$ cat config.mk
export PLATFORM = sky130hd
export DESIGN_NAME = alu_retire_stage
export DESIGN_NICKNAME = d
export VERILOG_FILES = /design/src/rtl/alu_pkg.sv /design/src/rtl/retire_skid_fifo.sv /design/src/rtl/alu_retire_stage.sv
export SDC_FILE = /design/constraint.sdc
export NUM_CORES = 1
export LEC_CHECK = 0
export ABC_AREA = 1
export CAP_MARGIN = 20
export CORE_AREA = 2 2 97 99
export CTS_BUF_LIST = sky130_fd_sc_hd__clkbuf_2
export DETAILED_ROUTE_END_ITERATION = 10
export DIE_AREA = 0 0 99 101
export PLACE_DENSITY = 0.8
export SLEW_MARGIN = 20
export SYNTH_ARGS = -nofsm -noshare
export SYNTH_HDL_FRONTEND = slang
export SYNTH_SLANG_ARGS = --single-unit
$ cat constraint.sdc
create_clock -name clk -period 4.4 [get_ports clk]
set_input_delay 0.66 -clock clk [delete_from_list [all_inputs] [get_ports clk]]
set_output_delay 0.66 -clock clk [all_outputs]
set_load 0.01 [all_outputs]
$ cat src/rtl/alu_pkg.sv
// Shared retire-stage definitions: opcode encoding, status bit positions,
// word geometry and the buffered-entry layout.
package alu_pkg;

  localparam int WORD_W  = 20;
  localparam int HALF_W  = 10;
  localparam int RADDR_W = 3;

  typedef enum logic [3:0] {
    OP_NOP  = 4'd0,
    OP_WRF  = 4'd1,
    OP_WRN  = 4'd2,
    OP_LSR  = 4'd3,
    OP_XSR  = 4'd4,
    OP_JMP  = 4'd5,
    OP_JZ   = 4'd6,
    OP_JS   = 4'd7,
    OP_JZS  = 4'd8,
    OP_TRAP = 4'd9
  } retire_op_t;

  localparam int ST_Z = 0;
  localparam int ST_S = 1;
  localparam int ST_C = 2;
  localparam int ST_T = 3;

  typedef struct packed {
    logic [3:0]         op;
    logic               mode;
    logic [WORD_W-1:0]  result;
    logic               carry;
    logic [RADDR_W-1:0] dest;
  } retire_entry_t;

  // Half-word mode zero-extends the low half of the ALU result.
  function automatic logic [WORD_W-1:0] mask_data(input logic mode,
                                                  input logic [WORD_W-1:0] result);
    return mode ? result : {{(WORD_W-HALF_W){1'b0}}, result[HALF_W-1:0]};
  endfunction

endpackage

$ cat src/rtl/retire_skid_fifo.sv
// Two-entry skid FIFO holding ALU results until they retire; flush empties it
// and wins over a same-cycle push.
module retire_skid_fifo
  import alu_pkg::*;
(
  input  logic          clk,
  input  logic          rst,
  input  logic          push,
  input  logic          pop,
  input  logic          flush,
  input  retire_entry_t din,
  output retire_entry_t dout,
  output logic [1:0]    count
);

  retire_entry_t mem [2];
  logic          rd_ptr;
  logic          wr_ptr;

  assign dout = mem[rd_ptr];

  // NOTE: storage carries no reset; count and the pointers alone define which
  // slots are valid, so the data array stays a plain register bank.
  always_ff @(posedge clk) begin
    if (push && !flush) mem[wr_ptr] <= din;
  end

  // NOTE: sequential state uses non-blocking assignments so every register
  // samples pre-edge values regardless of statement order.
  always_ff @(posedge clk) begin
    if (rst || flush) begin
      rd_ptr <= 1'b0;
      wr_ptr <= 1'b0;
      count  <= 2'd0;
    end else begin
      if (push) wr_ptr <= ~wr_ptr;
      if (pop)  rd_ptr <= ~rd_ptr;
      case ({push, pop})
        2'b10:   count <= count + 2'd1;
        2'b01:   count <= count - 2'd1;
        default: ;
      endcase
    end
  end

endmodule

$ cat src/rtl/alu_retire_stage.sv
// ALU writeback/retire stage: buffers results, retires one per cycle in order,
// updates {T,C,S,Z}, resolves conditional jumps and handles TRAP.
module alu_retire_stage
  import alu_pkg::*;
(
  input  logic               clk,
  input  logic               rst,
  input  logic               in_valid,
  output logic               in_ready,
  input  logic [3:0]         in_op,
  input  logic               in_mode,
  input  logic [WORD_W-1:0]  in_result,
  input  logic               in_carry,
  input  logic [RADDR_W-1:0] in_dest,
  input  logic               wb_ready,
  input  logic               trap_clr,
  output logic               wb_we,
  output logic [RADDR_W-1:0] wb_addr,
  output logic [WORD_W-1:0]  wb_data,
  output logic               br_taken,
  output logic [WORD_W-1:0]  br_target,
  output logic [3:0]         status,
  output logic               trapped
);

  localparam logic [0:0] S_RUN     = 1'b0;
  localparam logic [0:0] S_TRAPPED = 1'b1;

  logic [0:0]        state;
  logic [1:0]        count;
  logic              push;
  logic              pop;
  logic              flush;
  retire_entry_t     din;
  retire_entry_t     hd;
  retire_op_t        hd_op;
  logic [WORD_W-1:0] hd_data;
  logic              hd_sign;
  logic              hd_zero;
  logic              br_cond;

  assign in_ready = (count < 2'd2) && (state == S_RUN);
  assign push     = in_valid && in_ready;
  assign pop      = (count != 2'd0) && wb_ready && (state == S_RUN);
  // Entries queued behind a retiring TRAP (including a same-cycle push) die here.
  assign flush    = pop && (hd_op == OP_TRAP);
  assign trapped  = (state == S_TRAPPED);

  assign din = '{op: in_op, mode: in_mode, result: in_result, carry: in_carry, dest: in_dest};

  retire_skid_fifo u_fifo (
    .clk   (clk),
    .rst   (rst),
    .push  (push),
    .pop   (pop),
    .flush (flush),
    .din   (din),
    .dout  (hd),
    .count (count)
  );

  // Reserved encodings fall through to the default arm and retire as NOP.
  assign hd_op   = retire_op_t'(hd.op);
  assign hd_data = mask_data(hd.mode, hd.result);
  assign hd_sign = hd.mode ? hd.result[WORD_W-1] : hd.result[HALF_W-1];
  assign hd_zero = (hd_data == '0);

  // NOTE: every variable written here gets a default first, so no path can
  // leave it unassigned and infer a latch.
  always_comb begin
    br_cond = 1'b0;
    case (hd_op)
      OP_JMP:  br_cond = 1'b1;
      OP_JZ:   br_cond = status[ST_Z];
      OP_JS:   br_cond = status[ST_S];
      OP_JZS:  br_cond = status[ST_Z] | status[ST_S];
      default: br_cond = 1'b0;
    endcase
  end

  always_ff @(posedge clk) begin
    if (rst) begin
      state     <= S_RUN;
      status    <= 4'b0000;
      wb_we     <= 1'b0;
      wb_addr   <= '0;
      wb_data   <= '0;
      br_taken  <= 1'b0;
      br_target <= '0;
    end else begin
      wb_we    <= 1'b0;
      br_taken <= 1'b0;
      if (state == S_TRAPPED) begin
        if (trap_clr) begin
          state        <= S_RUN;
          status[ST_T] <= 1'b0;
        end
      end else if (pop) begin
        case (hd_op)
          OP_WRF: begin
            wb_we                <= 1'b1;
            wb_addr              <= hd.dest;
            wb_data              <= hd_data;
            status[ST_C:ST_Z]    <= {hd.carry, hd_sign, hd_zero};
          end
          OP_WRN: begin
            wb_we   <= 1'b1;
            wb_addr <= hd.dest;
            wb_data <= hd_data;
          end
          OP_LSR: status[ST_C:ST_Z] <= hd.result[2:0];
          OP_XSR: status[ST_C:ST_Z] <= status[ST_C:ST_Z] ^ hd.result[2:0];
          OP_JMP, OP_JZ, OP_JS, OP_JZS: begin
            if (br_cond) begin
              br_taken  <= 1'b1;
              br_target <= hd_data;
            end
          end
          OP_TRAP: begin
            status[ST_T] <= 1'b1;
            state        <= S_TRAPPED;
          end
          default: ;
        endcase
      end
    end
  end

endmodule

**Word-level counts from Yosys, hierarchy flattened**

Memory sizes are Yosys's and may differ from the RTL's. A register that Yosys moved wholly into a read port is not among the register bits.
Cells that the tools add are included.

- Bits in registers: 54
- Bits in writable memories: 58
- Bits of input ports: 34
- Word-level logic and storage cells: 75
- Memories: 1

- Add/subtract/negate cells: 2
- Magnitude comparators: 1
- Eq/ne operators: 12
- Muxes and demuxes: 19
- Bitwise logic cells: 7
- Reduce and logical (&&, ||, !) cells: 22

Memories:

| name | depth | width | rd ports | clocked after Yosys merged registers in | write ports | line | source |
|---|---|---|---|---|---|---|---|
| u_fifo.mem | 2 | 29 | 1 | 1 | 1 | retire_skid_fifo.sv:16 | `retire_entry_t mem [2];` |

Operators with widths:

| kind | count |
|---|---|
| $logic_not A20 Y1 | 1 |
| $mux W20 | 1 |
| $eq A4 B3 Y1 const B | 4 |
| $mux W1 | 14 |
| $pmux W3 S3 | 1 |
| $reduce_and A3 Y1 | 3 |
| $eq A4 B2 Y1 const B | 2 |
| $eq A4 B4 Y1 const B | 2 |
| $reduce_bool A2 Y1 | 4 |
| $reduce_or A4 Y1 | 2 |
| $logic_and A1 B1 Y1 | 6 |
| $not A1 Y1 | 5 |
| $eq A4 B1 Y1 const B | 1 |
| $mux W4 | 1 |
| $pmux W1 S4 | 1 |
| $pmux W2 S2 | 1 |
| $reduce_and A4 Y1 | 1 |
| $reduce_bool A3 Y1 | 1 |
| $reduce_or A3 Y1 | 1 |
| $xor A3 B3 Y3 | 1 |
| $add A2 B1 Y2 const B | 1 |
| $eq A2 B1 Y1 const B | 1 |
| $eq A2 B2 Y1 const B | 1 |
| $lt A2 B2 Y1 const B | 1 |
| other kinds (6) | 6 |

**Logic depth before layout (Yosys ltp)**

- Word-level depth: 8
- Gate-level depth with buffers: 14

**Hierarchy**

Synthesis repeated with hierarchy kept, for this count alone.

- Cell total of the unflattened synthesis: 464
- Area, all modules: 4631.9 sq um

By module, submodules not included:

| module | instances | cells each | area an instance (sq um) |
|---|---|---|---|
| retire_skid_fifo | 1 | 120 | 2353.5 |
| alu_retire_stage | 1 | 344 | 2278.4 |

**Worst setup path before layout**

No wires, ideal clock.

- Path kind: in2reg
- From: input port wb_ready
- To: memory u_fifo.mem[1][0] (netlist bit), enable pin
- Data arrival time: 3.329 ns
- Data required time: 3.942 ns
- Slack: 0.613 ns
- Cell stages on the path: 6
- Buffers on the path: 1
- Cell sequence: nand3_1 inv_1 buf_2 nand2_1 inv_1 nor3b_1

- Cells in the longest elaborated chain, start to end: 7

RTL lines:

| item | line | source |
|---|---|---|
| start: declaration | alu_retire_stage.sv:15 | `input logic wb_ready,` |
| $logic_and A1 B1 Y1 (2 in series) | alu_retire_stage.sv:44 | `assign pop = (count != 2'd0) && wb_ready && (state == S_RUN);` |
| $logic_and A1 B1 Y1 | alu_retire_stage.sv:46 | `assign flush = pop && (hd_op == OP_TRAP);` |
| $logic_not A1 Y1 | retire_skid_fifo.sv:25 | `if (push && !flush) mem[wr_ptr] <= din;` |
| $logic_and A1 B1 Y1 | retire_skid_fifo.sv:25 |  |
| $mux W1 | retire_skid_fifo.sv:25 |  |
| $mux W1 (implied by the code) | retire_skid_fifo.sv:25 |  |
| end: declaration | retire_skid_fifo.sv:16 |  |

No other way between the ends.

==> flow_metrics.tcl <==
set metrics [dict create \
    status "finished, final reports clean" \
    required_ns 5.00 \
    grt_start_max_net_pins 39 \
    grt-ovfl-total 0 \
    p_leak_uw 0.00242 \
    first_iter_violations 264 \
    synth_edf_count 58 \
    finalSetupTns_ns 0 \
    powerDensity_nw_per_um2 519 \
    cts_hold_buf 0 \
    worst_pin_slew_ns 1.01 \
    multiInputGateArea_um2 1520 \
    numClockSinks 113 \
    syn_avg_cell_area_um2 8.91 \
    ys.warnings.count 0 \
    period_needed_ns 2.50 \
    cp.arrival_ns 3.10 \
    endpoint_kind "register" \
    rows 35 \
    drc_errors 0 \
    initial_core_util_pct 52.1 \
    io_buffers 84 \
    worstSkewPairLatency_ns 0.67 \
    cp_max_fo 37 \
    slew-limit-headroom_pct 32.3 \
    syn_to_final_growth_pct 24.6 \
    synth_nets 560 \
    die_area_um2 10000 \
    core_area_um2 8980 \
    synth_cells 525 \
    cts_root_buf "clkbuf_2" \
    grt_use_total_pct 21.5 \
    drv_slew 0 \
    drive_gt1_share_pct 8.20 \
    tritoncts "yes" \
    vdd_drop_max_uv 302 \
    hpwlAfterDp_mm 7.11 \
    setup_viol 0 \
    hold_violations 0 \
    async_flop_share_pct 0 \
    n_antenna_cell 0 \
    drtAntennaViolNets 0 \
    crit_type "reg2reg" \
    dp_slack_ns 1.42 \
    grt_pass1_vias 3526 \
    ys_types 29 \
    dominantRegCellSynth "edfxtp_1" \
    dr.pass1.iters 5 \
    nFillCells 712 \
    ctsResizeCount 0 \
    synth-seq-cells 113 \
    cts_made_buffers 17 \
    fmax_mhz 399 \
    vias 3758 \
    die-height_um 101 \
    final.period_utilization_pct 56.9 \
    ys_seq_area_share_pct 60.8 \
    htree_levels 4 \
    rsz0062_at_grt "no" \
    max-cap-violations 0 \
    routed_wl_mm 10.2 \
    timing.final.ws_setup_ns 1.90 \
    place_congestion 0.897 \
    grt_antenna_before_repair 0 \
    layout.nets 644 \
    grt_pass1_wl_mm 16.6 \
    drt-wirelength-per-cell_um 14.0 \
    syn_area_um2 4680 \
    hp-class "reg2reg" \
    seqCellArea_um2 2840 \
    die_w_um 99 \
    io_pins 85 \
    critical_path.startpoint_type "register" \
    skew_ns 0.0436 \
    postCtsSetupBuffers 0 \
    path_clk_slew_ns 0.18 \
    vias_per_cell 5.13 \
    clockBufferDepth 2 \
]
-- worst max-delay path, cell delays in order (launching register included) --
cell and delay (ns):
dfxtp_1 0.35, buf_4 0.34, inv_4 0.21, nand2_2 0.11, nand2_1 0.09, nor2_2 0.28
nand3_2 0.34, clkinv_2 0.43, o21ai_0 0.13, a21oi_1 0.16
-- worst paths after layout --
kind / start / to / slack (ns) / depth (start not counted)
worst min-delay path: wb_data[5] / wb_data[5] / 0.49 / 2
worst min register to register: wb_data[5] / wb_data[5] / 0.49 / 2
worst max-delay path: register / wb_data[11] / 1.90 / 9
worst max register to register: register / wb_data[11] / 1.90 / 9
-- state kept, by name, indices dropped and copies added, names as in the netlist, named ones only --
signal,flops
status,4
u_fifo.count,2
u_fifo.rd_ptr,1
wb_data,20
br_taken,1
u_fifo.wr_ptr,1
trapped,1
wb_we,1
wb_addr,3
u_fifo.mem,58
br_target,20
-- per-stage QoR --
| stage | util [%] | cells | total power, µW | hold WS, ns | instance area, µm² |
|---|---|---|---|---|---|
| finish | 64.9 | 733 | 3020 | 0.487 | 5830 |
| global route | 64.9 | 733 | 3210 | 0.474 | 5830 |
| CTS | 64.9 | 733 | 3040 | 0.486 | 5830 |
| detailed placement | 61.7 | 701 | 2230 | 0.467 | 5540 |
| global placement | 61.7 | 701 | 2210 | 0.469 | 5540 |
| floorplan | - | 525 | 1990 | 0.462 | 4680 |
-- where the power goes --
| part | switching (µW) | internal [µW] | leakage, µW |
|---|---|---|---|
| sequential | 65.6 | 1290 | 0.000986 |
| combinational | 579 | 285 | 0.00126 |
| clock | 424 | 382 | 0.000171 |
-- cell usage in the layout (no fill, tap or decap), drive strengths merged, types with 5 or more instances in the layout --
| master | count |
|---|---|
| a21oi | 41 |
| buf | 5 |
| clkbuf | 17 |
| clkdlybuf4s50 | 84 |
| dfxtp | 55 |
| edfxtp | 58 |
| inv | 48 |
| nand2 | 178 |
| nand3 | 37 |
| nor2 | 55 |
| o21ai | 23 |
-- cells by family after synthesis --
group	synth area share, %
buf+inv	6.93
compound gates	7.14
flops	60.8
xor+xnor	0.562
simple gates	24.3
fa+ha+maj	0.267
-- cell usage after synthesis, drive strengths merged, types with 2 or more instances --
cell / count / area, µm²
a21oi: 41 / 205
nand3: 37 / 190
edfxtp: 58 / 1740
or2: 2 / 12.5
nor2: 55 / 211
clkbuf: 3 / 11.3
o21ai: 23 / 119
nand3b: 3 / 22.5
buf: 21 / 155
xor2: 3 / 26.3
inv: 40 / 153
dfxtp: 55 / 1100
nand2: 178 / 683
-- layer usage --
| metal | wire [µm] | global-route usage (%) | vias to the layer above | share of wire [%] |
|---|---|---|---|---|
| met2 | 4920 | 33.7 | 154 | 48 |
| met1 | 4260 | 27.9 | 1713 | 42 |
| met5 | 0 | 0 | - | 0 |
| met3 | 802 | 6.66 | 21 | 7.8 |
| met4 | 249 | 8.75 | 0 | 2.4 |
| li1 | - | - | 1870 | - |
-- cell type report --
| cell class | count | area share (%) |
|---|---|---|
| Clock buffer | 17 | 1.46 |
| Clock inverter | 15 | 3.48 |
| Inverter | 41 | 2.71 |
| Multi-Input combinational cell | 347 | 26.1 |
| Sequential cell | 113 | 48.8 |
| Tap cell | 111 | 2.38 |
| Timing Repair Buffer | 89 | 15.1 |
Note: power is estimated with default switching activity, not from simulation.
